## config.mk

```make
export PLATFORM = sky130hd
export DESIGN_NAME = mmio_port_bank
export DESIGN_NICKNAME = d
export VERILOG_FILES = /design/src/rtl/mmio_port_bank.sv
export SDC_FILE = /design/constraint.sdc
export NUM_CORES = 1
export LEC_CHECK = 0
export BUFFER_PORTS_ARGS = -buffer_cell sky130_fd_sc_hd__buf_2
export CAP_MARGIN = 40
export CORE_MARGIN = 2
export CORE_UTILIZATION = 50
export DETAILED_ROUTE_END_ITERATION = 10
export GPL_TIMING_DRIVEN = 0
export PLACE_DENSITY_LB_ADDON = 0.08
export RECOVER_POWER = 100
export SLEW_MARGIN = 20
export SYNTH_ARGS = -nofsm -noshare
export SYNTH_HDL_FRONTEND = slang
export SYNTH_SLANG_ARGS = --single-unit
```

## constraint.sdc

```tcl
create_clock -name i_clk -period 2.3 [get_ports i_clk]
set_input_delay 0.115 -clock i_clk [delete_from_list [all_inputs] [get_ports i_clk]]
set_output_delay 0.115 -clock i_clk [all_outputs]
set_load 0.01 [all_outputs]
```

## src/rtl/mmio_port_bank.sv

```systemverilog
// Memory-mapped window of NUM_PORTS bidirectional I/O ports plus one status word.
// Accesses outside the window are forwarded untouched to data memory.
module mmio_port_bank #(
  parameter int WIDTH     = 16,
  parameter int ADDR_W    = 16,
  parameter int NUM_PORTS = 4,
  parameter int BASE_ADDR = 251
) (
  input  logic                       i_clk,
  input  logic                       i_rst_n,
  input  logic [ADDR_W-1:0]          i_addr,
  input  logic                       i_wr_en,
  input  logic                       i_rd_en,
  input  logic [WIDTH-1:0]           i_wr_data,
  input  logic [WIDTH-1:0]           i_mem_rdata,
  output logic                       o_mem_wr_en,
  output logic [WIDTH-1:0]           o_rd_data,
  input  logic [NUM_PORTS*WIDTH-1:0] i_io_in,
  input  logic [NUM_PORTS-1:0]       i_io_in_valid,
  output logic [NUM_PORTS-1:0]       o_io_in_full,
  output logic [NUM_PORTS*WIDTH-1:0] o_io_out,
  output logic [NUM_PORTS-1:0]       o_io_out_strobe
);

  localparam int STAT_ADDR = BASE_ADDR + NUM_PORTS;

  logic [NUM_PORTS-1:0] w_port_hit;
  logic                 w_stat_hit;
  logic                 w_hit;
  logic                 w_stat_rd;
  logic [NUM_PORTS-1:0] w_port_rd;
  logic [NUM_PORTS-1:0] w_port_wr;

  logic [NUM_PORTS-1:0] r_full;
  logic [NUM_PORTS-1:0] w_full_next;
  logic [NUM_PORTS-1:0] w_capture;
  logic [NUM_PORTS-1:0] w_ovr_set;
  logic [NUM_PORTS-1:0] r_ovr;
  logic [NUM_PORTS-1:0] r_strobe;
  logic [WIDTH-1:0]     r_in  [NUM_PORTS];
  logic [WIDTH-1:0]     r_out [NUM_PORTS];
  logic [WIDTH-1:0]     w_status;

  // Compare one bit wider than the bus so the window never wraps around zero.
  genvar gi;
  generate
    for (gi = 0; gi < NUM_PORTS; gi++) begin : g_port
      assign w_port_hit[gi] = ({1'b0, i_addr} == (ADDR_W+1)'(BASE_ADDR + gi));
      assign o_io_out[gi*WIDTH +: WIDTH] = r_out[gi];
    end
  endgenerate

  assign w_stat_hit  = ({1'b0, i_addr} == (ADDR_W+1)'(STAT_ADDR));
  assign w_hit       = (|w_port_hit) | w_stat_hit;
  assign w_stat_rd   = i_rd_en & w_stat_hit;
  assign w_port_rd   = w_port_hit & {NUM_PORTS{i_rd_en}};
  assign w_port_wr   = w_port_hit & {NUM_PORTS{i_wr_en}};
  assign o_mem_wr_en = i_wr_en & ~w_hit;

  always_ff @(posedge i_clk or negedge i_rst_n) begin
    if (!i_rst_n) r_full <= '0;
    else          r_full <= w_full_next;
  end

  always_comb begin
    w_full_next = r_full;
    for (int i = 0; i < NUM_PORTS; i++) begin
      if (!r_full[i]) begin
        if (i_io_in_valid[i]) w_full_next[i] = 1'b1;
      end else if (w_port_rd[i] && !i_io_in_valid[i]) begin
        w_full_next[i] = 1'b0;
      end
    end
  end

  // A read coinciding with a new word hands the old word out and refills, so no overrun.
  always_comb begin
    w_capture = '0;
    w_ovr_set = '0;
    for (int i = 0; i < NUM_PORTS; i++) begin
      if (!r_full[i]) begin
        w_capture[i] = i_io_in_valid[i];
      end else begin
        w_capture[i] = i_io_in_valid[i] & w_port_rd[i];
        w_ovr_set[i] = i_io_in_valid[i] & ~w_port_rd[i];
      end
    end
  end

  always_ff @(posedge i_clk or negedge i_rst_n) begin
    if (!i_rst_n) begin
      r_ovr    <= '0;
      r_strobe <= '0;
      for (int i = 0; i < NUM_PORTS; i++) begin
        r_in[i]  <= '0;
        r_out[i] <= '0;
      end
    end else begin
      r_ovr    <= w_ovr_set | (r_ovr & ~{NUM_PORTS{w_stat_rd}});
      r_strobe <= w_port_wr;
      for (int i = 0; i < NUM_PORTS; i++) begin
        if (w_capture[i]) r_in[i]  <= i_io_in[i*WIDTH +: WIDTH];
        if (w_port_wr[i]) r_out[i] <= i_wr_data;
      end
    end
  end

  always_comb begin
    w_status = '0;
    w_status[2*NUM_PORTS-1:0] = {r_ovr, r_full};
  end

  always_comb begin
    o_rd_data = i_mem_rdata;
    if (w_stat_hit) o_rd_data = w_status;
    for (int i = 0; i < NUM_PORTS; i++) begin
      if (w_port_hit[i]) o_rd_data = r_in[i];
    end
  end

  assign o_io_in_full    = r_full;
  assign o_io_out_strobe = r_strobe;

endmodule

```

==> summary.md, run 1 <==
| Metric | Value |
|---|---|
| Worst Tran Pin Value | `1750 ps` |
| Most frequent cells in the layout | `buf_2, dfrtp_1, mux2_2` |
| Chip width | `115 um` |
| Worst VDD drop | `~0.59 mV` |
| Mux contribution to synthesized area | `25.3%` |
| Share of layout cells above drive strength 1 | `45.4%` |
| CP Max Fanout | `10` |
| Total Nets Final | `899` |
| Largest family of logic cells by synthesized area | `multiplexers` |
| CTS H-Tree Depth | `4` |
| FMAX | `445 MHz` |
| Synth Area in Simple Gates | `8.37%` |
| Global-route wire length before repair | `27000 um` |
| Status | `finished, violations left` |
| Clock latency on the worst-skew pair | `420 ps` |
| Hold Path Class | `primary input to flip-flop` |
| Critical-path top delay cell | `or4_4` |
| Worst path required time | `2180 ps` |
| Fill cells | `837` |
| CP Class | `primary input to output port` |
| Cell family with the largest share of critical-path delay | `simple AND/OR/NAND/NOR gates` |
| Detailed Route WL | `17100 um` |
| MaxCap Viol Count | `1` |
| Mapped Cells | `451` |
| Via density | `5.39` |
| ANT cells | `0` |
| # IOs | `209` |
| Failing checks | `capacitance limit, slew limit` |
| Critical path, cell by cell | `buf_2 -> or4_4 -> buf_6 -> nor4_4 -> buf_4 -> clkbuf_8 -> a221oi_1 -> o21ai_1 -> o221a_2 -> buf_2` |
| Pwr/cell area | `653 nW/um^2` |
| Mapped Area | `6160 sq um` |
| Hpwl dp | `approximately 12000 um` |
| Inserted Clock Buffers | `17` |
| Initial antenna violation count | `1` |
| Synth top area cells | `dfrtp_1, mux2_2, o21ai_0, mux2_4, nand2_1` |
| Top-area cell type share of the netlist area | `between 50% and 60%` |
| Final Hold Vio Count | `0` |
| Post-synthesis compound-gate area fraction | `7.44%` |
| Core ar. | `between 10000 and 15000 sq um` |
| Hold_ws | `roughly 320 ps` |
| Detailed Routing Iterations Pass 1 | `4` |
| Syn Area/Cell | `between 10 and 15 sq um` |
| Post-synth EDFFs | `0` |
| Min Tclk post-route | `2250 ps` |
| P_leak | `between 0.004 and 0.005 uW` |
| Drt wl/cell | `approximately 18 um` |
| Port bufs | `between 200 and 250` |
| Tot Pwr | `around 5900 uW` |
| Synth Area in XOR/XNOR | `0%` |
| Worst EP arrival | `2130 ps` |
| Cell taking the most area after synthesis | `dfrtp_1` |
| DRC viols | `0` |
| Vias in the first global route | `5375` |
| Final worst path period share | `a little over nine tenths` |
| Max incr delay on CP | `about 550 ps` |
| Sequential fraction of the synthesis area | `56.9%` |
| Chip height | `approximately 110 um` |
| Worst Skew | `between 4 and 5 ps` |
| DR vias | `5053` |
| Main synth FF type | `dfrtp_1` |
| Cell Rows | `40` |
| Synth unique cells | `45` |
| Crit path top cell by count | `buf_2` |
| GP Congestion | `0.867` |
| Syn_nets | `approximately 570` |
| Gr ovfl total | `0` |
| Area of the die | `13200 sq um` |
| Slew margin rel. | `-16.6%` |
| Yosys reg bits | `140` |
| Synth Area in Adders | `0%` |
| Warnings, synthesis | `0` |
| Starting Density | `approximately half` |
| Async SR Flop Fraction | `100%` |
| Final setup vio count | `0` |
| CTS root buffer | `clkbuf_16` |
| Clock Path Buffers | `2` |
| Clock Sinks | `140` |
| Startpoint Class | `primary input` |
| Total track usage | `between 20% and 30%` |
| Clock slew at reported path FFs | `50 ps` |
| Synthesis-to-finish area growth | `46.4%` |
| TritonCTS clock tree | `done` |
| Buf/Inv on CP | `5` |
| Pins over their slew limit | `67` |
| Largest net degree at the start of global routing | `75` |
| ANT nets after route | `0` |
| Initial DRC count | `about 300` |
| Critical path endpoint category | `output port` |
[final timing paths]
path                                  from           end  slack (ps)  cells after the start
setup / recovery                i_addr[11]  o_rd_data[1]          50                     10
hold / removal                   i_addr[3]      r_ovr[1]         320                      5
setup reg to reg           o_io_in_full[3]       r_in[6]         610                      4
hold reg to reg                   r_ovr[0]      r_ovr[0]         500                      1
max in group asynchronous          i_rst_n  o_io_out[59]         520                      3
min in group asynchronous          i_rst_n       r_in[3]         690                      2
[per-stage QoR]
stage	area (sq um)	TNS [ps]	cells	setup WS, ps	utilization (%)
floorplan	6160	0	451	76.3	-
global route	9010	-12.3	938	-12.3	75.0
CTS	9050	0	935	33.5	75.3
finish	9010	0	938	52.5	75.0
global placement	7380	-161360	805	-783	61.4
detailed placement	7410	-59550	806	-768	61.7
[sequential cells by signal (all words and copies together), names as in the netlist]
| name | count |
|---|---|
| o_io_out_strobe | 4 |
| r_in | 64 |
| o_io_out | 64 |
| r_ovr | 4 |
| o_io_in_full | 4 |
[power by group]
group | leakage, uW | total (uW) | switching, uW | internal, uW
Clock | 0.000284 | 2770 | 1020 | 1750
Sequential | 0.00184 | 2620 | 51.8 | 2560
Combinational | 0.00219 | 501 | 210 | 291
Total | 0.00431 | 5890 | 1280 | 4600
[worst min-delay path: cells and delay by family]
kind / cells / cell delay, ps
compound gates: 1 / 130
buf+inv: 1 / 140
simple gates: 3 / 320
[what timing repair did]
| item | CTS | global route |
|---|---|---|
| pin swaps | 4 | 2 |
| setup buffers | 12 | 3 |
| hold buffers | 87 | 0 |
| gates resized for setup | 17 | 10 |
| setup endpoints to repair | 75 | 28 |
| endpoints found under the hold margin | 203 | 0 |
| gates cloned | 0 | 0 |
[area by class of cell]
| class | count | area (sq um) | share of cell area [%] |
|---|---|---|---|
| Clock buffer | 20 | 457 | 5.07 |
| Timing Repair Buffer | 310 | 1970 | 21.9 |
| Clock inverter | 11 | 144 | 1.60 |
| Multi-Input combinational cell | 286 | 2620 | 29.0 |
| Tap cell | 147 | 184 | 2.04 |
| Buffer | 17 | 111 | 1.24 |
| Inverter | 7 | 26.3 | 0.292 |
| Sequential cell | 140 | 3500 | 38.9 |
[cells by family after synthesis]
group                  after synthesis
DFF                                140
buffers and inverters               25
muxes                              136
AOI/OAI and AO/OA                   71
and+or+nand+nor                     79
[cells in the mapped netlist (all sizes together) (3+ instances only)]
cell type,number
nor4,6
nand2,28
inv,7
mux2i,7
or2,7
buf,11
o221a,7
a21oi,4
nor2,3
dfrtp,140
nand4,4
a221oi,8
clkbuf,7
and3,10
nand3b,3
mux2,129
o21ai,44
[routing by layer]
metal	vias to the layer above	GRT usage [%]	routed length, um
met4	0	9.24	295
li1	2331	-	-
met2	179	45.6	8490
met3	24	8.86	1240
met1	2519	32.4	7050
met5	-	0	0
(Power assumes the default switching activity.)
==> run 2, diff against run 1 <==
--- a/config.mk
+++ b/config.mk
@@ -5,13 +5,14 @@
 export SDC_FILE = /design/constraint.sdc
 export NUM_CORES = 1
 export LEC_CHECK = 0
+export ABC_AREA = 1
 export BUFFER_PORTS_ARGS = -buffer_cell sky130_fd_sc_hd__buf_2
 export CAP_MARGIN = 40
 export CORE_MARGIN = 2
 export CORE_UTILIZATION = 50
 export DETAILED_ROUTE_END_ITERATION = 10
 export GPL_TIMING_DRIVEN = 0
-export PLACE_DENSITY_LB_ADDON = 0.08
+export PLACE_DENSITY = 0.77
 export RECOVER_POWER = 100
 export SLEW_MARGIN = 20
 export SYNTH_ARGS = -nofsm -noshare
==> summary.md, run 2 <==
| Metric | Value |
|---|---|
| Via density | `5.08 (-5.8%)` |
| Vias in the first global route | `6488 (+21%)` |
| Clk pwr share | `44.6% (-2.5 points)` |
| Critical-path top delay cell | `clkbuf_1` |
| Clock Path Buffers | `2 (unchanged)` |
| Pint | `4370 uW (-5.2%)` |
| Hpwl dp | `13500 um (+16%)` |
| Chip height | `117 um (+1.6%)` |
| Cell taking the most area after synthesis | `dfrtp_1` |
| Chip width | `117 um (+1.6%)` |
| Worst Tran Pin Value | `1370 ps (-378 ps)` |
| NetSw | `1410 uW (+10%)` |
| Initial antenna violation count | `0 (-1)` |
| RSZ-0062 raised after global routing | `no` |
| Sequential fraction of the synthesis area | `55.1% (-1.8 points)` |
| Top-area cell type share of the netlist area | `55.1% (-1.8 points)` |
| Leading cell type in the layout, fill and taps excluded | `nand2_1` |
| Critical path, cell by cell | `buf_2 -> nor2_1 -> nand2_1 -> nor2_4 -> buf_6 -> nand2_1 -> clkbuf_1 -> o21ai_0 -> nand2_1 -> nand2_1 -> nand2_1 -> nand2_1 -> clkbuf_1` |
| Slew margin rel. | `8.58% (+25 points)` |
| Synth top area cells | `dfrtp_1, nand2_1, nand3_1, o21ai_0, inv_1` |
| Worst VDD drop | `0.522 mV (-12%)` |
| Detailed Routing Iterations Pass 1 | `8 (+4)` |
| Cell family with the largest share of critical-path delay | `simple AND/OR/NAND/NOR gates` |
| Global-route wire length before repair | `31100 um (+15%)` |
| Combinational Power Share | `8.9% (+0.4 points)` |
| CTS root buffer | `clkbuf_16` |
| Main synth FF type | `dfrtp_1` |
| Status | `completed` |
| Total Nets Final | `1186 (+32%)` |
| Final TNS setup | `0 ps (unchanged)` |
| Share of layout cells above drive strength 1 | `16.4% (-29 points)` |
| List of most frequent post-synthesis cells | `nand2_1, dfrtp_1, nand3_1` |
| # IOs | `209 (unchanged)` |
| Clock Sinks | `140 (unchanged)` |
| Max incr delay on CP | `250 ps (-300 ps)` |
| Core ar. | `12500 sq um (+4.2%)` |
| Total track usage | `30.2% (+3.3 points)` |
| Async SR Flop Fraction | `100% (unchanged)` |
| Syn_nets | `878 (+54%)` |
| Syn Area/Cell | `8.39 sq um (-39%)` |
| Post-synth EDFFs | `0 (unchanged)` |
| Detailed Route WL | `20000 um (+17%)` |
| Critical path endpoint category | `output port` |
| Clock slew at reported path FFs | `50 ps (about the same)` |
| Initial DRC count | `472 (+54%)` |
| Gr ovfl total | `0 (unchanged)` |
| Count leader, synth | `nand2_1` |
| CP Class | `primary input to output port` |
| MaxCap Viol Count | `0 (-1)` |
| FMAX | `508 MHz (+14%)` |
| Setup WS pre-CTS | `351 ps (+1120 ps)` |
| Worst EP arrival | `1850 ps (-280 ps)` |
| Hold-critical path depth | `3 (-2)` |
| Port bufs | `205 (-0.97%)` |
| Drt wl/cell | `16.0 um (-12%)` |
| Final Worst Setup Slack | `331 ps (+278 ps)` |
| Worst Skew | `5.41 ps (+0.602 ps)` |
| Starting Density | `50.8% (-0.42 points)` |
| Pins over their slew limit | `0 (-100%)` |
| Worst path required time | `2180 ps (about the same)` |
| Final Hold Vio Count | `0 (unchanged)` |
| Crit path top cell by count | `nand2_1` |
| ANT cells | `0 (unchanged)` |
| Flop pwr share | `46.5% (+2.1 points)` |
| Mapped Area | `6360 sq um (+3.4%)` |
| Mapped Cells | `758 (+68%)` |
| ANT nets after route | `0 (unchanged)` |
| Inserted Clock Buffers | `17 (unchanged)` |
| Synthesis-to-finish area growth | `38.7%` |
| P_leak | `0.00467 uW (+8.4%)` |
| Cell Rows | `41 (+2.5%)` |
| Reg2Reg Depth | `5 (+1)` |
| Min Tclk post-route | `1970 ps (-278 ps)` |
| CP Max Fanout | `10 (unchanged)` |
| GP Congestion | `0.966 (+11%)` |
| Startpoint Class | `primary input` |
| Buf/Inv on CP | `4 (-1)` |
| Tot Pwr | `5780 uW (-1.8%)` |
| Most frequent cells in the layout | `nand2_1, dfrtp_1, buf_2` |
| Final worst path period share | `85.6% (-12 points)` |
| Post-CTS Setup Repair Bufs | `0 (-12)` |
| CP Depth | `13 (+3)` |
| Final setup vio count | `0 (unchanged)` |
| Synth unique cells | `30 (-33%)` |
| Largest net degree at the start of global routing | `103 (+37%)` |
| Switch share | `24.4% (+2.6 points)` |
| DRC viols | `0 (unchanged)` |
| Pwr/cell area | `654 nW/um^2 (+0.19%)` |
| CTS H-Tree Depth | `4 (unchanged)` |
| Warnings, synthesis | `0 (unchanged)` |
| Clock latency on the worst-skew pair | `430 ps (about the same)` |
| DR vias | `6335 (+25%)` |
| Yosys reg bits | `140 (unchanged)` |
| Hold Path Class | `primary input to flip-flop` |
| TritonCTS clock tree | `done` |
| Area of the die | `13600 sq um (+3.2%)` |
-- run 2: changes by cell type after synthesis, sizes merged, moves of 8 or more --
cell	previous run	this run
a221oi	8	0
and3	10	0
clkbuf	7	20
inv	7	56
mux2	129	16
nand2	28	303
nand3	2	80
nor2	3	33
o21a	0	16
o21ai	44	56
-- run 2: what timing repair did --
action | in CTS | in global routing
gates resized for setup | 0 | 0
hold buffers | 83 | 0
setup endpoints to repair | 0 | 0
hold endpoints to repair | 135 | 0
-- run 2: path summary, 6_finish.rpt --
check                            startpoint                  to  slack [ps]
max                               i_addr[9]        o_rd_data[5]         330
min                        i_io_in_valid[0]     o_io_in_full[0]          70
min reg2reg                        r_in[21]            r_in[21]         480
max reg2reg                 o_io_in_full[2]            r_in[23]         750
max in group asynchronous           i_rst_n  o_io_out_strobe[1]         470
min in group asynchronous           i_rst_n            r_in[42]         140
-- run 2: cell families after synthesis --
group | after synthesis | synth area share (%)
simple gates | 427 | 28.3
flops | 140 | 55.1
buf+inv | 92 | 5.96
compound gates | 83 | 7.87
mux | 16 | 2.83
-- run 2: stage by stage --
| step | hold slack (ps) | cell area (sq um) | util, % | instances |
|---|---|---|---|---|
| 2_1_floorplan | -181 | 6360 | - | 758 |
| 3_3_place_gp | 348 | 7600 | 60.7 | 1135 |
| 3_5_place_dp | 10.4 | 7640 | 61.0 | 1136 |
| 4_1_cts | 73.9 | 9020 | 72.0 | 1248 |
| 5_1_grt | 115 | 8830 | 70.5 | 1248 |
| 6_report | 74.3 | 8830 | 70.5 | 1248 |
-- run 2: final cells by class --
type,instances,area (sq um)
inverter,56,210
tap,172,215
timing repair buffer,289,1760
multi-input combinational,526,2430
fill,1026,3690
sequential,140,3500
buffer,36,156
clock inverter,10,92.6
clock buffer,19,453
-- run 2: power by group through the flow --
stage | registers (uW) | logic [uW] | clock network, uW
floorplan | 2690 | 180 | 0
global placement | 2720 | 387 | 0
detailed placement | 2720 | 405 | 0
CTS | 2680 | 517 | 2580
global route | 2700 | 580 | 2690
finish | 2690 | 513 | 2580
-- run 2: metal layers --
layer / wire length, um / vias up / global-route usage, %
met2: 9560 / 301 / 50.1
met1: 7920 / 2951 / 35.9
met3: 1760 / 55 / 9.84
li1: - / 3028 / -
met4: 721 / 0 / 14.5
met5: 0 / - / 0
-- run 2: tightest hold or removal path, cell delays in order --
cell and delay [ps]:
clkbuf_1 170, inv_1 110, nand2_1 50
==> run 3, diff against run 2 <==
--- a/config.mk
+++ b/config.mk
@@ -9,10 +9,10 @@
 export BUFFER_PORTS_ARGS = -buffer_cell sky130_fd_sc_hd__buf_2
 export CAP_MARGIN = 40
 export CORE_MARGIN = 2
-export CORE_UTILIZATION = 50
+export CORE_UTILIZATION = 30
 export DETAILED_ROUTE_END_ITERATION = 10
 export GPL_TIMING_DRIVEN = 0
-export PLACE_DENSITY = 0.77
+export PLACE_DENSITY = 0.5
 export RECOVER_POWER = 100
 export SLEW_MARGIN = 20
 export SYNTH_ARGS = -nofsm -noshare
==> constraint.sdc (replaced) <==
create_clock -name i_clk -period 1.85 [get_ports i_clk]
set_input_delay 0.0925 -clock i_clk [delete_from_list [all_inputs] [get_ports i_clk]]
set_output_delay 0.0925 -clock i_clk [all_outputs]
set_load 0.01 [all_outputs]
==> summary.md, run 3 (synthesis results as in run 2) <==
| Metric | Value |
|---|---|
| FMAX | `583 MHz` |
| DR vias | `6045 (-4.6%)` |
| Hold Path Class | `primary input to flip-flop` |
| Port bufs | `205 (unchanged)` |
| TritonCTS clock tree | `done` |
| # IOs | `209 (unchanged)` |
| Clock Sinks | `140 (unchanged)` |
| Detailed Route WL | `21800 um (+9.4%)` |
| Clock slew at reported path FFs | `60 ps (about the same)` |
| Hold endpoint | `r_in[50]` |
| Reg2Reg Depth | `5 (unchanged)` |
| DP Area | `7770 sq um (+1.7%)` |
| Synthesis-to-finish area growth | `44.2%` |
| Highest metal used | `met4` |
| Inserted Clock Buffers | `17 (unchanged)` |
| Worst VDD drop | `0.584 mV (+12%)` |
| MaxCap Viol Count | `0 (unchanged)` |
| Startpoint Class | `primary input` |
| Hpwl dp | `16100 um (+19%)` |
| Clock latency on the worst-skew pair | `420 ps (about the same)` |
| Reg-to-Reg Start | `o_io_in_full[3]` |
| Reg2reg setup slack | `360 ps (-390 ps)` |
| Worst path required time | `1760 ps (-420 ps)` |
| Multi-input logic area | `2480 sq um (+1.9%)` |
| Final instance area | `9180 sq um (+3.9%)` |
| Share of layout cells above drive strength 1 | `19.3% (+3.0 points)` |
| Worst EP arrival | `1620 ps (-230 ps)` |
| ANT nets after route | `0 (unchanged)` |
| Fill cells | `2186 (+110%)` |
| CP Class | `primary input to output port` |
| Hold-critical path depth | `3 (unchanged)` |
| Initial antenna violation count | `0 (unchanged)` |
| P_leak | `0.00480 uW (+2.7%)` |
| Area of the die | `22400 sq um (+64%)` |
| Worst Tran Pin Value | `842 ps (-529 ps)` |
| Via density | `4.45 (-12%)` |
| FF-to-FF End | `r_in[4]` |
| WL met3 | `1760 um (-0.40%)` |
| Critical path endpoint category | `output port` |
| Tot Pwr | `7810 uW (+35%)` |
| Pins over their slew limit | `0 (unchanged)` |
| Worst Skew | `7.44 ps (+2.04 ps)` |
| GP Congestion | `0.873 (-9.6%)` |
| DRC viols | `0 (unchanged)` |
| Detailed Routing Iterations Pass 1 | `5 (-3)` |
| Total Nets Final | `1189 (+0.25%)` |
| Gr ovfl total | `0 (unchanged)` |
| ANT cells | `0 (unchanged)` |
| Final Util | `43.9% (-27 points)` |
| Clock Path Buffers | `2 (unchanged)` |
| Vias in the first global route | `6166 (-5.0%)` |
| Starting Density | `30.5% (-20 points)` |
| CP Max Fanout | `10 (unchanged)` |
| FF/Latch Area | `3500 sq um (unchanged)` |
| Total track usage | `19.9% (-10 points)` |
| Core ar. | `20900 sq um (+67%)` |
| Pwr/cell area | `851 nW/um^2 (+30%)` |
| Global-route wire length before repair | `33500 um (+7.6%)` |
| Cell Rows | `53 (+29%)` |
| Slew margin rel. | `43.9% (+35 points)` |
| Final worst path period share | `about 93%` |
| Initial DRC count | `251 (-47%)` |
| Met1 WL | `9630 um (+22%)` |
| Final setup vio count | `0 (unchanged)` |
| Min Tclk post-route | `approximately 1700 ps` |
| Drt wl/cell | `16.1 um (+0.57%)` |
| Leading cell type in the layout, fill and taps excluded | `nand2_1` |
| Largest net degree at the start of global routing | `88 (-15%)` |
| Min-delay src | `i_io_in_valid[0]` |
| Chip width | `150 um (+28%)` |
| Status | `completed` |
| Final Hold Vio Count | `0 (unchanged)` |
| Most frequent cells in the layout | `nand2_1, dfrtp_1, buf_2` |
| CTS root buffer | `clkbuf_16` |
| Chip height | `150 um (+28%)` |
| CTS H-Tree Depth | `4 (unchanged)` |
| Setup WS pre-CTS | `-124 ps (-474 ps)` |
| Final Worst Setup Slack | `133 ps (-197 ps)` |
| Met2 WL | `10100 um (+6.2%)` |
-- run 3: cell count changes in the layout (fill, tap and decap cells not counted), sizes merged --
cell      delta
buf         +18
bufinv       +4
clkbuf      -15
clkinv       -2
clkinvlp     +1
-- run 3: layout make-up --
class	count	share of cell area [%]
Sequential cell	140	38.2
Multi-Input combinational cell	526	27.0
Timing Repair Buffer	292	19.7
Clock buffer	19	4.83
Tap cell	275	3.75
Clock inverter	13	2.33
Inverter	56	2.32
Buffer	36	1.90
-- run 3: critical path, cell delays in order --
cell     delay (ps)
buf_2           100
nor2_1          100
nand2_1          90
nor2_4          170
buf_6           150
nand2_2         100
buf_4           200
o21ai_0         160
nand2_1          80
nand2_2         120
nand2_1          70
nand2_1          70
buf_2           120
-- run 3: metal layers --
layer	vias to the layer above	GRT usage (%)
li1	3041	-
met1	2798	25.2
met2	190	32.7
met3	16	6.62
met4	0	4.86
met5	-	0
-- run 3: timing repair --
item                                    in CTS  in global routing
endpoints found under the setup margin      13                 17
hold buffers                                83                  0
hold endpoints to repair                   173                  0
pin swaps                                    1                  1
buffers inserted                             2                  0
gates resized for setup                      3                 26
gates cloned                                 0                  1
-- run 3: worst max path at each step --
stage | start | to | slack (ps) | depth (start not counted)
floorplan | i_addr[5] | o_io_out[24] | 450 | 8
global placement | i_rst_n | o_io_out[19] | -1520 | 1
detailed placement | i_addr[11] | o_rd_data[12] | -120 | 11
CTS | i_addr[13] | o_rd_data[3] | 10 | 13
global route | i_addr[13] | o_rd_data[5] | -20 | 13
finish | i_addr[13] | o_rd_data[5] | 130 | 13
-- run 3: power breakdown --
part | leakage [uW] | total [uW] | switching (uW) | internal [uW]
Sequential | 0.00182 | 3330 | 100 | 3230
Clock | 0.000314 | 3840 | 1400 | 2440
Combinational | 0.00267 | 646 | 338 | 308
-- run 3: stage by stage --
stage / setup TNS [ps] / hold WS (ps) / cells
after floorplan: 0 / -203 / 758
after global placement: -211220 / 327 / 1238
after detailed placement: -1040 / 42.9 / 1239
after CTS: 0 / 59.1 / 1356
after global routing: -17.1 / 104 / 1357
final: 0 / 70.7 / 1357
